==> src/rtl/multicycle_addsub.sv <==
// ---------------------------------------------------------------------------
// multicycle_addsub
//
// Sequential adder/subtractor.  A WIDTH-bit add or subtract is carried out
// CHUNK bits per clock, least significant chunk first, with the chunk carry
// held in a register between cycles.  An operation takes N = WIDTH/CHUNK
// RUN cycles followed by a one-cycle DONE state.  From DONE a new start is
// taken directly, so operations can be issued every N+1 cycles.
// WIDTH must be an integer multiple of CHUNK.
//
// Ports
//   clk    in   1      rising-edge clock
//   rst_n  in   1      synchronous active-low reset
//   start  in   1      request a new operation (taken in IDLE or DONE only)
//   mode   in   1      0 = A+B+Cin, 1 = A-B
//   A, B   in   WIDTH  operands, captured when start is taken
//   Cin    in   1      carry-in, add mode only
//   SUM    out  WIDTH  result
//   Cout   out  1      carry out of the MSB (subtract: 1 = no borrow)
//   OVF    out  1      two's-complement signed overflow
//   ZERO   out  1      SUM == 0
//   busy   out  1      operation in progress
//   done   out  1      one-cycle pulse, result valid
// ---------------------------------------------------------------------------
module multicycle_addsub #(
    parameter int WIDTH = 32,
    parameter int CHUNK = 8
) (
    input  logic             clk,
    input  logic             rst_n,
    input  logic             start,
    input  logic             mode,
    input  logic [WIDTH-1:0] A,
    input  logic [WIDTH-1:0] B,
    input  logic             Cin,
    output logic [WIDTH-1:0] SUM,
    output logic             Cout,
    output logic             OVF,
    output logic             ZERO,
    output logic             busy,
    output logic             done
);

    localparam int N    = WIDTH / CHUNK;
    localparam int IDXW = (N > 1) ? $clog2(N) : 1;
    localparam logic [IDXW-1:0] LAST_IDX = IDXW'(N - 1);

    typedef enum logic [1:0] {
        IDLE = 2'd0,
        RUN  = 2'd1,
        DONE = 2'd2
    } state_t;

    state_t           state_q, state_d;
    logic [WIDTH-1:0] a_q, a_d;
    logic [WIDTH-1:0] b_q, b_d;       // already inverted for subtract
    logic             carry_q, carry_d;
    logic [IDXW-1:0]  idx_q, idx_d;
    logic [WIDTH-1:0] sum_q, sum_d;
    logic             cout_q, cout_d;
    logic             ovf_q, ovf_d;
    logic             zero_q, zero_d;

    int               base;
    logic [CHUNK-1:0] a_chunk;
    logic [CHUNK-1:0] b_chunk;
    logic [CHUNK:0]   chunk_sum;
    logic             msb_carry_in;

    // -----------------------------------------------------------------------
    // State register
    // -----------------------------------------------------------------------
    always_ff @(posedge clk) begin
        if (!rst_n) begin
            state_q <= IDLE;
            a_q     <= '0;
            b_q     <= '0;
            carry_q <= 1'b0;
            idx_q   <= '0;
            sum_q   <= '0;
            cout_q  <= 1'b0;
            ovf_q   <= 1'b0;
            zero_q  <= 1'b1;
        end else begin
            state_q <= state_d;
            a_q     <= a_d;
            b_q     <= b_d;
            carry_q <= carry_d;
            idx_q   <= idx_d;
            sum_q   <= sum_d;
            cout_q  <= cout_d;
            ovf_q   <= ovf_d;
            zero_q  <= zero_d;
        end
    end

    // -----------------------------------------------------------------------
    // Next-state and datapath
    // -----------------------------------------------------------------------
    always_comb begin
        state_d = state_q;
        a_d     = a_q;
        b_d     = b_q;
        carry_d = carry_q;
        idx_d   = idx_q;
        sum_d   = sum_q;
        cout_d  = cout_q;
        ovf_d   = ovf_q;
        zero_d  = zero_q;

        // Slice of the current chunk and its sum with the stored carry.
        base      = int'(idx_q) * CHUNK;
        a_chunk   = a_q[base +: CHUNK];
        b_chunk   = b_q[base +: CHUNK];
        chunk_sum = {1'b0, a_chunk} + {1'b0, b_chunk} + {{CHUNK{1'b0}}, carry_q};
        // Carry into the top bit of the chunk, recovered from the sum bit.
        msb_carry_in = a_chunk[CHUNK-1] ^ b_chunk[CHUNK-1] ^ chunk_sum[CHUNK-1];

        case (state_q)
            IDLE, DONE: begin
                if (start) begin
                    // Subtract is A + ~B + 1; Cin is ignored in that mode.
                    a_d     = A;
                    b_d     = mode ? ~B : B;
                    carry_d = mode ? 1'b1 : Cin;
                    idx_d   = '0;
                    state_d = RUN;
                end else if (state_q == DONE) begin
                    state_d = IDLE;
                end
            end
            RUN: begin
                sum_d[base +: CHUNK] = chunk_sum[CHUNK-1:0];
                carry_d              = chunk_sum[CHUNK];
                if (idx_q == LAST_IDX) begin
                    // Final chunk holds the MSB: flags come from this edge.
                    cout_d  = chunk_sum[CHUNK];
                    ovf_d   = msb_carry_in ^ chunk_sum[CHUNK];
                    zero_d  = (sum_d == '0);
                    state_d = DONE;
                end else begin
                    idx_d = idx_q + IDXW'(1);
                end
            end
            default: begin
                state_d = IDLE;
            end
        endcase
    end

    assign SUM  = sum_q;
    assign Cout = cout_q;
    assign OVF  = ovf_q;
    assign ZERO = zero_q;
    assign busy = (state_q == RUN);
    assign done = (state_q == DONE);

endmodule

==> config.mk <==
export PLATFORM = sky130hd
export DESIGN_NAME = multicycle_addsub
export DESIGN_NICKNAME = d
export VERILOG_FILES = /design/src/rtl/multicycle_addsub.sv
export SDC_FILE = /design/constraint.sdc
export NUM_CORES = 1
export LEC_CHECK = 0
export ABC_CLOCK_PERIOD_IN_PS = 9600
export CAP_MARGIN = 40
export CORE_MARGIN = 2
export CORE_UTILIZATION = 55
export CTS_CLUSTER_DIAMETER = 150
export DETAILED_ROUTE_END_ITERATION = 8
export GPL_TIMING_DRIVEN = 0
export PLACE_DENSITY = 0.94
export SYNTH_ARGS = -nofsm -noshare
export SYNTH_HDL_FRONTEND = slang
export SYNTH_SLANG_ARGS = --single-unit
==> constraint.sdc <==
create_clock -name clk -period 9.6 [get_ports clk]
set_clock_uncertainty 0.05 [all_clocks]
set_input_delay 2.4 -clock clk [delete_from_list [all_inputs] [get_ports clk]]
set_output_delay 2.4 -clock clk [all_outputs]
set_load 0.03 [all_outputs]
==> impl_metrics.env <==
export IMPL_drt_wirelength_per_cell_microns=18.4
export IMPL_vdd_ir_drop_max_mv=0.108
export IMPL_io_pins=106
export IMPL_antenna_cells=0
export IMPL_hold_end="a_q[18]"
export IMPL_drive_above_1_share_pct=7.19
export IMPL_grt_pass1_wl_mm=22.0
export IMPL_yosys_area_top_type="dfxtp_1"
export IMPL_outcome="completed"
export IMPL_die_area_sq_um=9980
export IMPL_clkPwrFrac_pct=30.2
export IMPL_vias_per_cell=6.07
export IMPL_r2r_start="idx_q[1]"
export IMPL_synth_edff_count=0
export IMPL_antenna_found_initial=0
export IMPL_worstPathRequired_ns=9.88
export IMPL_areaGrowthSynthToFinish_pct=27.2
export IMPL_hold_start="a_q[18]"
export IMPL_via_count=4539
export IMPL_drt_iter0_markers=304
export IMPL_yosys_warnings=0
export IMPL_htreeDepth=3
export IMPL_ff2ff_setup_slack_ns=5.24
export IMPL_yosys_cell_count_top_type="nand2_1"
export IMPL_reg2reg_depth=12
export IMPL_fmax_ghz=0.229
export IMPL_grt_max_degree=20
export IMPL_synthTopCellsByArea="dfxtp_1, nand2_1, mux4_2"
export IMPL_cts_tree="yes"
export IMPL_clock_path_buffers=2
export IMPL_worstSetupPathType="flip-flop to flip-flop"
export IMPL_hp_class="flip-flop to flip-flop"
export IMPL_grt_overflow=0
export IMPL_cts_buffers=9
export IMPL_track_usage_pct=28.0
export IMPL_finalSetupTns_ns=0
export IMPL_end_kind="flip-flop"
export IMPL_p_seq_share_pct=48.8
export IMPL_intPower_mw=0.675
export IMPL_post_cts_buffers=0
export IMPL_syn_area_sq_um=5060
export IMPL_p_per_area_nw_per_um2=150
export IMPL_swShare_pct=30.0
export IMPL_cap_violations=0
export IMPL_gp_congestion=0.920
export IMPL_fp_dieH_microns=99.9
export IMPL_holdBufCountCts=0
export IMPL_design_core_area_sq_um=8810
export IMPL_setup_viol=0
export IMPL_grt_pass1_vias=4578
export IMPL_async_flop_share_pct=0
export IMPL_synth_flop_cell="dfxtp_1"
export IMPL_clk_pin_slew_ns=0.11
export IMPL_comb_power_share_pct=21.0
export IMPL_rsz0062_at_grt="no"
export IMPL_period_minus_slack_ns=4.36
export IMPL_cp_cell_sequence="clkbuf_1, buf_1, mux4_2, fa_1, inv_1, fa_1, and2b_1, o22ai_2, xnor2_1, or4_1, o41ai_2, a31o_1"
export IMPL_tightest_slew_ns=0.755
export IMPL_worst_path_max_fanout=10
export IMPL_synth_top_cell_area_share_pct=41.2
export IMPL_dpl_hpwl_mm=10.1
export IMPL_final_max_slew_viol_count=0
export IMPL_wl_mm=13.7
export IMPL_critPathLaunchType="flip-flop"
export IMPL_dpl_instance_area_sq_um=6220
export IMPL_avgSynthCellArea_sq_um=9.70
export IMPL_maxSlewHeadroom_pct=49.3
export IMPL_row_count=34
export IMPL_syn_inst=521
export IMPL_ys_types=50
export IMPL_p_sw_mw=0.289
export IMPL_critPathMostFrequentCell="fa_1"
export IMPL_leakage_nw=2.57
export IMPL_cts_resized=0
export IMPL_worstPathArrival_ns=4.64
export IMPL_die_width_microns=99.9
export IMPL_numClockSinks=104
export IMPL_r2r_end="ZERO"
export IMPL_cts_root_buf="clkbuf_8"
export IMPL_finalHoldViolCount=0
export IMPL_detail_route_antenna_nets=0
export IMPL_netlist_top_cells_count="nand2_1, dfxtp_1, nor2b_1, xnor2_1, a21boi_0"
export IMPL_critPathSlowestCell="or4_1"
export IMPL_ys_ff_latch=104
export IMPL_syn_nets=605
export IMPL_portBuffers=103
export IMPL_clock_latency_ns=0.38
export IMPL_final_area_sq_um=6430
export IMPL_nNetsFinal=719
export IMPL_drt_pre_antenna_iters=5
export IMPL_ys_seq_area_share_pct=41.2
export IMPL_start_util_pct=57.4
export IMPL_hold_depth=2
export IMPL_period_share_pct=45.4
export IMPL_drcViolationCount=0
export IMPL_cpPeakStageDelay_ns=0.61
==> cell usage in the layout (no fill, tap or decap), types with 2 or more instances in the layout <==
master	count
a21boi_0	34
a21oi_1	7
a22oi_1	31
a31oi_1	2
and3_1	2
buf_1	3
clkbuf_1	29
clkbuf_8	11
clkdlybuf4s50_1	103
dfxtp_1	104
fa_1	2
ha_1	13
inv_1	7
inv_6	2
inv_8	2
mux4_2	16
nand2_1	109
nand2b_1	2
nor2_1	8
nor2b_1	36
nor3_2	2
nor4_1	9
o211a_1	33
o21ai_0	4
o41ai_2	2
xnor2_1	36
xor2_1	2
==> layer usage <==
| layer | routed length (microns) | up-vias | track usage (%) | part of all wire (%) |
|---|---|---|---|---|
| li1 | - | 2067 | - | - |
| met1 | 5230 | 2160 | 32.6 | 38 |
| met2 | 6980 | 258 | 50.2 | 51 |
| met3 | 1040 | 54 | 5.64 | 7.6 |
| met4 | 497 | 0 | 11.7 | 3.6 |
| met5 | 0 | - | 0 | 0 |
==> power by group through the flow <==
| stage | Combinational [mW] | Clock [mW] | Sequential [mW] |
|---|---|---|---|
| 2_1_floorplan | 0.122 | 0 | 0.478 |
| 3_3_place_gp | 0.189 | 0 | 0.478 |
| 3_5_place_dp | 0.197 | 0 | 0.480 |
| 4_1_cts | 0.199 | 0.288 | 0.470 |
| 5_1_grt | 0.217 | 0.305 | 0.473 |
| 6_report | 0.203 | 0.291 | 0.471 |
==> worst max-delay path, delay by kind of cell (launching register included) <==
family	cells	cell delay, ns
buf+inv	3	1.16
simple gates	2	0.84
fa+ha+maj	2	0.62
compound gates	3	0.58
mux	1	0.44
flops	1	0.39
xor+xnor	1	0.23
==> stage by stage <==
stage	util [%]	hold slack [ns]	std cells	setup slack [ns]	power [mW]
global route	73.0	0.448	748	5.02	0.994
global placement	70.7	0.401	732	5.06	0.666
CTS	73.0	0.424	748	5.28	0.957
floorplan	-	0.390	521	6.02	0.600
finish	73.0	0.422	748	5.24	0.964
detailed placement	70.7	0.409	732	4.95	0.676
==> worst max path at each step <==
stage / startpoint / endpoint / slack [ns]
5_1_grt: idx_q[1] / ZERO / 5.02
3_3_place_gp: start / b_q[20] / 5.06
6_report: idx_q[1] / ZERO / 5.24
2_1_floorplan: idx_q[1] / ZERO / 6.02
4_1_cts: idx_q[1] / ZERO / 5.28
3_5_place_dp: start / b_q[22] / 4.95
==> cells by family after synthesis <==
group | synth area share (%)
AOI/OAI and AO/OA | 19.7
xor gates and xnor gates | 7.13
adders and majority gates | 4.01
buffers and inverters | 3.61
DFF | 41.2
muxes | 7.33
and+or+nand+nor | 17.0
==> layout make-up <==
cell class / count / area, sq um
Clock buffer: 9 / 124
Inverter: 8 / 30.0
Timing Repair Buffer: 103 / 1030
Sequential cell: 104 / 2080
Multi-Input combinational cell: 374 / 2790
Tap cell: 108 / 135
Fill cell: 595 / 2370
Buffer: 35 / 153
Clock inverter: 7 / 86.3
==> registers in the layout (all words and copies together), names as in the netlist <==
register and cells:
SUM 32, a_q 32, b_q 32, idx_q 2
state_q 2, Cout 1, OVF 1, ZERO 1
carry_q 1
(Power assumes the default switching activity.)
